### src/rtl/alu_sequencer_if.sv
// Command and ALU-side bundle between the decoder, the sequencer and the 8-bit ALU.
// Pure wiring, no latency.
// Command side uses valid/ready; ALU side is combinational feed-forward.
interface alu_sequencer_if #(
  parameter int COUNT_WIDTH = 3
);
  // Command channel from the instruction decoder
  logic                   cmd_vld;
  logic                   cmd_rdy;
  logic [3:0]             cmd_op;
  logic                   cmd_dest;
  logic [COUNT_WIDTH-1:0] cmd_count;
  logic [7:0]             cmd_dat;

  // ALU control and operands
  logic [2:0]             alu_control;
  logic                   reg_output_alu;
  logic [7:0]             alu_a;
  logic [7:0]             alu_b;

  // ALU results: one flag set per destination register
  logic [7:0]             alu_out;
  logic                   n_a;
  logic                   z_a;
  logic                   c_a;
  logic                   n_b;
  logic                   z_b;
  logic                   c_b;

  // Register file and status
  logic [7:0]             reg_a;
  logic [7:0]             reg_b;
  logic [2:0]             flags_a;
  logic [2:0]             flags_b;
  logic                   busy;
  logic                   done;
  logic                   error;

  // Sequencer side
  modport slave (
    input  cmd_vld, cmd_op, cmd_dest, cmd_count, cmd_dat,
    input  alu_out, n_a, z_a, c_a, n_b, z_b, c_b,
    output cmd_rdy, alu_control, reg_output_alu, alu_a, alu_b,
    output reg_a, reg_b, flags_a, flags_b, busy, done, error
  );

  // Decoder + ALU side
  modport master (
    output cmd_vld, cmd_op, cmd_dest, cmd_count, cmd_dat,
    output alu_out, n_a, z_a, c_a, n_b, z_b, c_b,
    input  cmd_rdy, alu_control, reg_output_alu, alu_a, alu_b,
    input  reg_a, reg_b, flags_a, flags_b, busy, done, error
  );
endinterface

### src/rtl/alu_sequencer.sv
// Sequences one command at a time onto the ALU, owning the A/B registers and their N/Z/C flags.
// Latency: ALU op = N EXEC cycles (N = 1, or count+1 for shifts) + 1 DONE; load/illegal = 1 DONE.
// Backpressure: cmd_rdy only in IDLE; a held command waits there until the sequencer frees up.
module alu_sequencer #(
  parameter int         COUNT_WIDTH = 3,
  parameter logic [7:0] RESET_VALUE = 8'h00
) (
  input  logic              i_clk,
  input  logic              i_rst,
  alu_sequencer_if.slave    bus
);

  typedef enum logic [1:0] {
    S_IDLE = 2'd0,
    S_EXEC = 2'd1,
    S_DONE = 2'd2
  } state_t;

  localparam logic [COUNT_WIDTH-1:0] CNT_ONE = {{(COUNT_WIDTH-1){1'b0}}, 1'b1};

  state_t                 r_state;
  state_t                 w_state_nxt;
  logic [2:0]             r_op;
  logic                   r_dest;
  logic [COUNT_WIDTH-1:0] r_cnt;
  logic                   r_err;
  logic [7:0]             r_reg_a;
  logic [7:0]             r_reg_b;
  logic [2:0]             r_flags_a;
  logic [2:0]             r_flags_b;

  logic                   w_accept;
  logic                   w_is_alu;
  logic                   w_is_load;
  logic                   w_is_shift_cmd;
  logic                   w_exec;
  logic                   w_shift_on_b;
  logic [2:0]             w_alu_flags;

  assign w_accept       = bus.cmd_vld && (r_state == S_IDLE);
  assign w_is_alu       = (bus.cmd_op <= 4'd6);
  assign w_is_load      = (bus.cmd_op == 4'd8) || (bus.cmd_op == 4'd9);
  assign w_is_shift_cmd = (bus.cmd_op == 4'd5) || (bus.cmd_op == 4'd6);
  assign w_exec         = (r_state == S_EXEC);

  // A shift targeting B must feed B into the ALU's A port, since the ALU only shifts operand A.
  assign w_shift_on_b   = w_exec && r_dest && ((r_op == 3'd5) || (r_op == 3'd6));

  // The ALU keeps a flag set per destination; take the one matching where the result lands.
  assign w_alu_flags    = r_dest ? {bus.n_b, bus.z_b, bus.c_b} : {bus.n_a, bus.z_a, bus.c_a};

  // State register
  always_ff @(posedge i_clk) begin
    if (i_rst) begin
      r_state <= S_IDLE;
    end else begin
      r_state <= w_state_nxt;
    end
  end

  // Next-state decode: ALU ops run through EXEC, loads and illegal ops go straight to DONE
  always_comb begin
    w_state_nxt = r_state;
    case (r_state)
      S_IDLE: begin
        if (w_accept) begin
          w_state_nxt = w_is_alu ? S_EXEC : S_DONE;
        end
      end
      S_EXEC: begin
        if (r_cnt == '0) begin
          w_state_nxt = S_DONE;
        end
      end
      S_DONE:  w_state_nxt = S_IDLE;
      default: w_state_nxt = S_IDLE;
    endcase
  end

  // Latch command fields at accept; count down the remaining shift iterations in EXEC
  always_ff @(posedge i_clk) begin
    if (i_rst) begin
      r_op   <= 3'd0;
      r_dest <= 1'b0;
      r_cnt  <= '0;
      r_err  <= 1'b0;
    end else if (w_accept) begin
      r_op   <= bus.cmd_op[2:0];
      r_dest <= bus.cmd_dest;
      r_cnt  <= w_is_shift_cmd ? bus.cmd_count : '0;
      r_err  <= !(w_is_alu || w_is_load);
    end else if (w_exec && (r_cnt != '0)) begin
      r_cnt  <= r_cnt - CNT_ONE;
    end
  end

  // Register file: immediate loads at accept, ALU writeback on every EXEC edge
  always_ff @(posedge i_clk) begin
    if (i_rst) begin
      r_reg_a   <= RESET_VALUE;
      r_reg_b   <= RESET_VALUE;
      r_flags_a <= 3'b000;
      r_flags_b <= 3'b000;
    end else if (w_accept && w_is_load) begin
      if (bus.cmd_op[0]) begin
        r_reg_b   <= bus.cmd_dat;
        r_flags_b <= {bus.cmd_dat[7], (bus.cmd_dat == 8'h00), 1'b0};
      end else begin
        r_reg_a   <= bus.cmd_dat;
        r_flags_a <= {bus.cmd_dat[7], (bus.cmd_dat == 8'h00), 1'b0};
      end
    end else if (w_exec) begin
      if (r_dest) begin
        r_reg_b   <= bus.alu_out;
        r_flags_b <= w_alu_flags;
      end else begin
        r_reg_a   <= bus.alu_out;
        r_flags_a <= w_alu_flags;
      end
    end
  end

  assign bus.cmd_rdy        = (r_state == S_IDLE);
  assign bus.busy           = (r_state == S_EXEC) || (r_state == S_DONE);
  assign bus.done           = (r_state == S_DONE) && !r_err;
  assign bus.error          = (r_state == S_DONE) && r_err;
  assign bus.alu_control    = w_exec ? r_op : 3'd0;
  assign bus.reg_output_alu = w_exec ? r_dest : 1'b0;
  assign bus.alu_a          = w_shift_on_b ? r_reg_b : r_reg_a;
  assign bus.alu_b          = r_reg_b;
  assign bus.reg_a          = r_reg_a;
  assign bus.reg_b          = r_reg_b;
  assign bus.flags_a        = r_flags_a;
  assign bus.flags_b        = r_flags_b;

endmodule

### src/flat_wrapper.sv
// flat-port wrapper written by rule: the top's interface ports become plain ports
module alu_sequencer_flat 
#(
  parameter int         COUNT_WIDTH = 3,
  parameter logic [7:0] RESET_VALUE = 8'h00
)
  (i_clk, i_rst, bus_cmd_vld, bus_cmd_op, bus_cmd_dest, bus_cmd_count, bus_cmd_dat, bus_alu_out, bus_n_a, bus_z_a, bus_c_a, bus_n_b, bus_z_b, bus_c_b, bus_cmd_rdy, bus_alu_control, bus_reg_output_alu, bus_alu_a, bus_alu_b, bus_reg_a, bus_reg_b, bus_flags_a, bus_flags_b, bus_busy, bus_done, bus_error);
  alu_sequencer_if #(.COUNT_WIDTH(COUNT_WIDTH)) bus_i ();
  input  logic i_clk;
  input  logic i_rst;
  input wire logic [$bits(bus_i.cmd_vld)-1:0] bus_cmd_vld;
  input wire logic [$bits(bus_i.cmd_op)-1:0] bus_cmd_op;
  input wire logic [$bits(bus_i.cmd_dest)-1:0] bus_cmd_dest;
  input wire logic [$bits(bus_i.cmd_count)-1:0] bus_cmd_count;
  input wire logic [$bits(bus_i.cmd_dat)-1:0] bus_cmd_dat;
  input wire logic [$bits(bus_i.alu_out)-1:0] bus_alu_out;
  input wire logic [$bits(bus_i.n_a)-1:0] bus_n_a;
  input wire logic [$bits(bus_i.z_a)-1:0] bus_z_a;
  input wire logic [$bits(bus_i.c_a)-1:0] bus_c_a;
  input wire logic [$bits(bus_i.n_b)-1:0] bus_n_b;
  input wire logic [$bits(bus_i.z_b)-1:0] bus_z_b;
  input wire logic [$bits(bus_i.c_b)-1:0] bus_c_b;
  output wire logic [$bits(bus_i.cmd_rdy)-1:0] bus_cmd_rdy;
  output wire logic [$bits(bus_i.alu_control)-1:0] bus_alu_control;
  output wire logic [$bits(bus_i.reg_output_alu)-1:0] bus_reg_output_alu;
  output wire logic [$bits(bus_i.alu_a)-1:0] bus_alu_a;
  output wire logic [$bits(bus_i.alu_b)-1:0] bus_alu_b;
  output wire logic [$bits(bus_i.reg_a)-1:0] bus_reg_a;
  output wire logic [$bits(bus_i.reg_b)-1:0] bus_reg_b;
  output wire logic [$bits(bus_i.flags_a)-1:0] bus_flags_a;
  output wire logic [$bits(bus_i.flags_b)-1:0] bus_flags_b;
  output wire logic [$bits(bus_i.busy)-1:0] bus_busy;
  output wire logic [$bits(bus_i.done)-1:0] bus_done;
  output wire logic [$bits(bus_i.error)-1:0] bus_error;
  assign bus_i.cmd_vld = bus_cmd_vld;
  assign bus_i.cmd_op = bus_cmd_op;
  assign bus_i.cmd_dest = bus_cmd_dest;
  assign bus_i.cmd_count = bus_cmd_count;
  assign bus_i.cmd_dat = bus_cmd_dat;
  assign bus_i.alu_out = bus_alu_out;
  assign bus_i.n_a = bus_n_a;
  assign bus_i.z_a = bus_z_a;
  assign bus_i.c_a = bus_c_a;
  assign bus_i.n_b = bus_n_b;
  assign bus_i.z_b = bus_z_b;
  assign bus_i.c_b = bus_c_b;
  assign bus_cmd_rdy = bus_i.cmd_rdy;
  assign bus_alu_control = bus_i.alu_control;
  assign bus_reg_output_alu = bus_i.reg_output_alu;
  assign bus_alu_a = bus_i.alu_a;
  assign bus_alu_b = bus_i.alu_b;
  assign bus_reg_a = bus_i.reg_a;
  assign bus_reg_b = bus_i.reg_b;
  assign bus_flags_a = bus_i.flags_a;
  assign bus_flags_b = bus_i.flags_b;
  assign bus_busy = bus_i.busy;
  assign bus_done = bus_i.done;
  assign bus_error = bus_i.error;
  alu_sequencer #(.COUNT_WIDTH(COUNT_WIDTH), .RESET_VALUE(RESET_VALUE)) u_core (.i_clk(i_clk), .i_rst(i_rst), .bus(bus_i));
endmodule
### config.mk
export PLATFORM = sky130hd
export DESIGN_NAME = alu_sequencer_flat
export DESIGN_NICKNAME = d
export VERILOG_FILES = /design/src/rtl/alu_sequencer_if.sv /design/src/rtl/alu_sequencer.sv /design/src/flat_wrapper.sv
export SDC_FILE = /design/constraint.sdc
export NUM_CORES = 1
export LEC_CHECK = 0
export CAP_MARGIN = 20
export CORE_ASPECT_RATIO = 1.25
export CORE_MARGIN = 2
export CORE_UTILIZATION = 42
export DETAILED_ROUTE_END_ITERATION = 6
export MAX_ROUTING_LAYER = met4
export PLACE_DENSITY = 0.8
export RECOVER_POWER = 50
export SYNTH_ARGS = -nofsm -noshare
export SYNTH_HDL_FRONTEND = slang
export SYNTH_SLANG_ARGS = --single-unit
### constraint.sdc
create_clock -name i_clk -period 2.1 [get_ports i_clk]
set_clock_uncertainty 0.05 [all_clocks]
set_input_delay 0.42 -clock i_clk [delete_from_list [all_inputs] [get_ports i_clk]]
set_output_delay 0.42 -clock i_clk [all_outputs]
set_load 0.005 [all_outputs]
After elaboration in Yosys (flattened, before gate mapping)
Cells that the tools add are included.

Register bits after elaboration: 32. Input port bits: 33. Output and inout bits: 46. Logic and storage cells: 75.

Add/subtract/negate cells: 1. $lt $le $gt $ge: 1. Eq/ne operators: 13. Multiplexer cells: 27. Reductions and logical operators: 24.

Operator list (count): 8-bit two-way mux (9); 3-bit two-way mux (13); 4-bit by 3-bit == test with 1-bit output (second input constant) (2); 4-bit == test (second input constant) (2); 8-bit logical NOT (1); 2-bit != test (second input constant) (4); 1-bit logical AND (7); 3-bit == test (second input constant) (2); 2-bit two-way mux (3); 3-bit AND reduction (2); 2-bit nonzero test (3); 1-bit logical OR (5); 4-bit by 3-bit less-or-equal comparator with 1-bit output (second input constant) (1); 2-bit case mux with 2 select lines (1); 3-bit logical NOT (1); 3-bit nonzero test (1); 3-bit by 1-bit subtractor with 3-bit output (second input constant) (1); 2-bit by 1-bit == test with 1-bit output (second input constant) (1); 2-bit == test (second input constant) (1); 1-bit logical NOT (2); 2-bit logical NOT (1); 2-bit by 1-bit != test with 1-bit output (second input constant) (1); 2-bit AND reduction (1); 1-bit two-way mux (1).

Logic depth before layout (Yosys ltp)
Depth after elaboration: 5. Depth in mapped cells: 9.

Worst setup path before layout
No wires, ideal clock.

Path type: reg2out. Start point: reg u_core.r_state[1]. End point: out bus_alu_a[0]. Arrival time: 1.419 ns. Slack: 0.211 ns. Stages on the path, launching flop included: 7. Buffers on the path: 1. Cells stage by stage: dfxtp_1 -> inv_1 -> ha_1 -> and2_1 -> and3_1 -> buf_2 -> mux2_2.

Longest elaborated chain between the ends: 4.

RTL lines: start: declaration (RTL line alu_sequencer.sv:21) `state_t r_state;`; start signal: assignment (RTL line alu_sequencer.sv:57) `r_state <= w_state_nxt;`; 2-bit by 1-bit == test with 1-bit output (RTL line alu_sequencer.sv:44) `assign w_exec = (r_state == S_EXEC);`; 1-bit logical AND (2 in a row) (RTL line alu_sequencer.sv:47) `assign w_shift_on_b = w_exec && r_dest && ((r_op == 3'd5) || (r_op == 3'd6));`; 8-bit two-way mux (RTL line alu_sequencer.sv:129) `assign bus.alu_a = w_shift_on_b ? r_reg_b : r_reg_a;`; end: declaration (RTL line flat_wrapper.sv:26) `output wire logic [$bits(bus_i.alu_a)-1:0] bus_alu_a;`.

Every way passes these cells.

Worst setup path after layout
Start point: reg u_core.r_state[1]. End point: out bus_alu_a[2].

Same word-level chain as after synthesis.

==> flow_summary.toml <==
[outcome]
status = "finished with violations"
violations = "negative setup slack"

[logic_synthesis]
synth_top_area_share_pct = 34.8
syn_nets = 247
synthesis.instances = 209
synthFlopType = "dfxtp_1"
yosys_warnings = 0
netlist_area_um2 = 1840
synth_edf_count = 0
yosysSeqAreaShare_pct = 34.8
synthTopCellsByArea = "dfxtp_1 35%, a2111oi_2 5.7%, mux2_2 4.9%"
yosysTopAreaCell = "dfxtp_1"
post_synth.cell_area_avg_um2 = 8.80
ys_seq_elements = 32
ys_types = 42
synth-async-reset-ratio_pct = 0

[finish]
antennaDiodeCount = 0
drive_gt1_share_pct = 30.8
nNetsFinal = 350
fillCellCount = 342
fin_util_pct = 73.4
syn2layout_area_growth_pct = 66.2
fin_cells = 368

[route]
wirelength_um = 5670
dr.pass1.iters = 4
route.detailed.wl_per_inst_um = 15.4
drt_iter0_markers = 75
drc = 0
vias = 1990
viasPerCell = 5.41
antenna_left = 0

[global_route]
grt_max_degree = 20
antenna_found_initial = 0
grt_pass1_vias = 2054
grt_usage_pct = 24.8
grt_first_pass_wirelength_um = 9430
grt_overflow = 0

[worst_hold_path]
worstHoldPathType = "flop to flop"

[worst_setup_path]
worstPathMaxFanout = 4
path_delay_family = "simple AND/OR/NAND/NOR gates"
crit_type = "flop to output port"
cp_cell_sequence = "inv_2 -> ha_4 -> and2_4 -> and3_4 -> buf_6 -> mux2_4 -> buf_6"
cp-start-kind = "flop"
worst-path-buf-inv = 3
cp_data_required_time_ns = 1.63
critPathMaxStageDelay_ns = 0.33
cp.arrival_ns = 1.72
critPathCaptureType = "output port"
crit_path_frequent_cell = "buf_6"
cp_slowest_cell = "dfxtp_2"

[cts]
h-tree-depth = 2
clk_latency_ns = 0.28
cts_root_buffer = "clkbuf_8"
cts_tree = "yes"
holdBufCountCts = 0
clock-sinks = 32
clk_path_buf_depth = 2
clk_pin_slew_ns = 0.07
cts_buffers = 5

[floorplan]
die_h_um = 78.0
num_rows = 26
die_w_um = 63.2
core_um2 = 4160
io-pin-count = 79
start_util_pct = 44.2
die_area_um2 = 4930

[placed_design]
dpl.hpwl_um = 3990
numPortBuffers = 78
dp.cells = 353
gp_congestion = 0.833

[timing]
finalSetupViolations = 8
fin_ws_ns = -0.0927
slew_violations = 0
period_share_pct = 104
period_minus_slack_ns = 2.19
relSlewSlack_pct = 66.9
finalHoldViolations = 0
timing.fmax_mhz = 456
whs_ns = 0.419
tightest_slew_ns = 0.495
rsz0062_at_grt = "yes"

[pwr]
p_per_area_nw_per_um2 = 521
ir_drop_uv = 404
p_leak_nw = 1.33

[run]
timing.max_cap.violations = 0
-- registers in the layout (all words and copies together), names as in the netlist --
register            flops
u_core.r_cnt            3
u_core.bus.alu_b        8
u_core.bus.reg_a        8
u_core.r_state          2
u_core.bus.flags_a      3
u_core.r_err            1
u_core.bus.flags_b      3
u_core.r_op             3
u_core.r_dest           1
-- area by class of cell --
class	instances	area, µm²	share of cell area, %
sequential	32	643	21.0
multi-input combinational	138	1070	35.2
timing repair buffer	119	1110	36.4
inverter	16	60.1	1.96
clock buffer	7	96.3	3.15
tap	56	70.1	2.29
-- placed cells by master, fill, tap and decap left out, types with 2 or more instances in the layout --
cell type	count
o221a_2	4
a211oi_2	6
ha_1	2
nor3_1	14
buf_6	12
o22ai_1	8
and2_1	6
a2111oi_2	7
dlygate4sd2_1	2
nand3_1	5
nor4_1	3
and2_4	2
o211ai_1	2
buf_4	35
a21oi_1	14
dlygate4sd3_1	30
clkdlybuf4s15_1	3
dfxtp_1	30
mux2i_1	2
dfxtp_2	2
xnor2_1	2
nor2_1	11
nand2_1	17
a31oi_1	2
inv_1	15
nand2b_1	2
dlymetal6s2s_1	3
clkdlybuf4s50_1	32
ha_2	2
mux2_4	8
clkbuf_8	7
-- Yosys cell counts (all sizes together), types with 2 or more instances --
cell type	instances
nor2	11
clkbuf	6
and2	9
a31oi	3
ha	5
a211oi	7
o22ai	8
inv	16
xnor2	2
buf	17
mux2i	2
nor2b	2
a21oi	15
dfxtp	32
nand2b	3
nor4	3
nand2	17
o211ai	2
o221a	4
mux2	8
nor3	15
a2111oi	7
nand3	5
and3	2
-- worst reg2reg max path, stage by stage, from the launching register on --
cell       delay (ns)
dfxtp_2          0.33
inv_2            0.07
buf_4            0.11
buf_4            0.09
buf_4            0.09
ha_2             0.17
and4bb_4         0.30
and2_4           0.27
nor3_1           0.09
a2111oi_2        0.35
-- routing by layer --
| metal | track usage, % | vias to the layer above | routed length (µm) |
|---|---|---|---|
| li1 | - | 943 | - |
| met5 | - | - | 0 |
| met3 | 5.65 | 20 | 333 |
| met1 | 26.9 | 944 | 2230 |
| met2 | 43.0 | 83 | 2910 |
| met4 | 11.1 | 0 | 197 |
-- per-stage QoR --
step	power, W	setup WS (ns)	TNS, ns	cell area [µm²]
2_1_floorplan	0.000841	0.211	0	1840
3_3_place_gp	0.00106	-0.111	-0.935	2790
3_5_place_dp	0.00107	-0.172	-1.81	2790
4_1_cts	0.00159	-0.0617	-0.391	2970
5_1_grt	0.00167	-0.148	-1.20	3060
6_report	0.00159	-0.0927	-0.663	3060
-- final timing paths --
path / start / slack (ns) / depth (start not counted) / to
max: u_core.r_state[1] / -0.09 / 7 / bus_alu_a[2]
min reg2reg: u_core.bus.flags_a[0] / 0.42 / 2 / u_core.bus.flags_a[0]
min: u_core.bus.flags_a[0] / 0.42 / 2 / u_core.bus.flags_a[0]
max reg2reg: u_core.r_state[1] / 0.06 / 9 / u_core.bus.reg_a[1]
-- cells by family after synthesis --
kind of cell | synth area share [%]
and+or+nand+nor | 19.7
adders and majority gates | 3.40
DFF | 34.8
AOI/OAI and AO/OA | 22.5
muxes | 5.99
xor gates and xnor gates | 1.43
buffers and inverters | 12.2
-- where the power goes --
part           total [W]  internal (W)  switching (W)
Sequential      0.000669      0.000642      0.0000264
Clock           0.000515      0.000292       0.000223
Combinational   0.000410      0.000241       0.000169
-- timing repair --
action                                  in CTS  in global routing
endpoints found under the setup margin       8                 28
pin swaps                                    1                  1
setup buffers                                6                  3
cloned                                       0                  0
gates resized for setup                     62                 21
(Power assumes the default switching activity.)
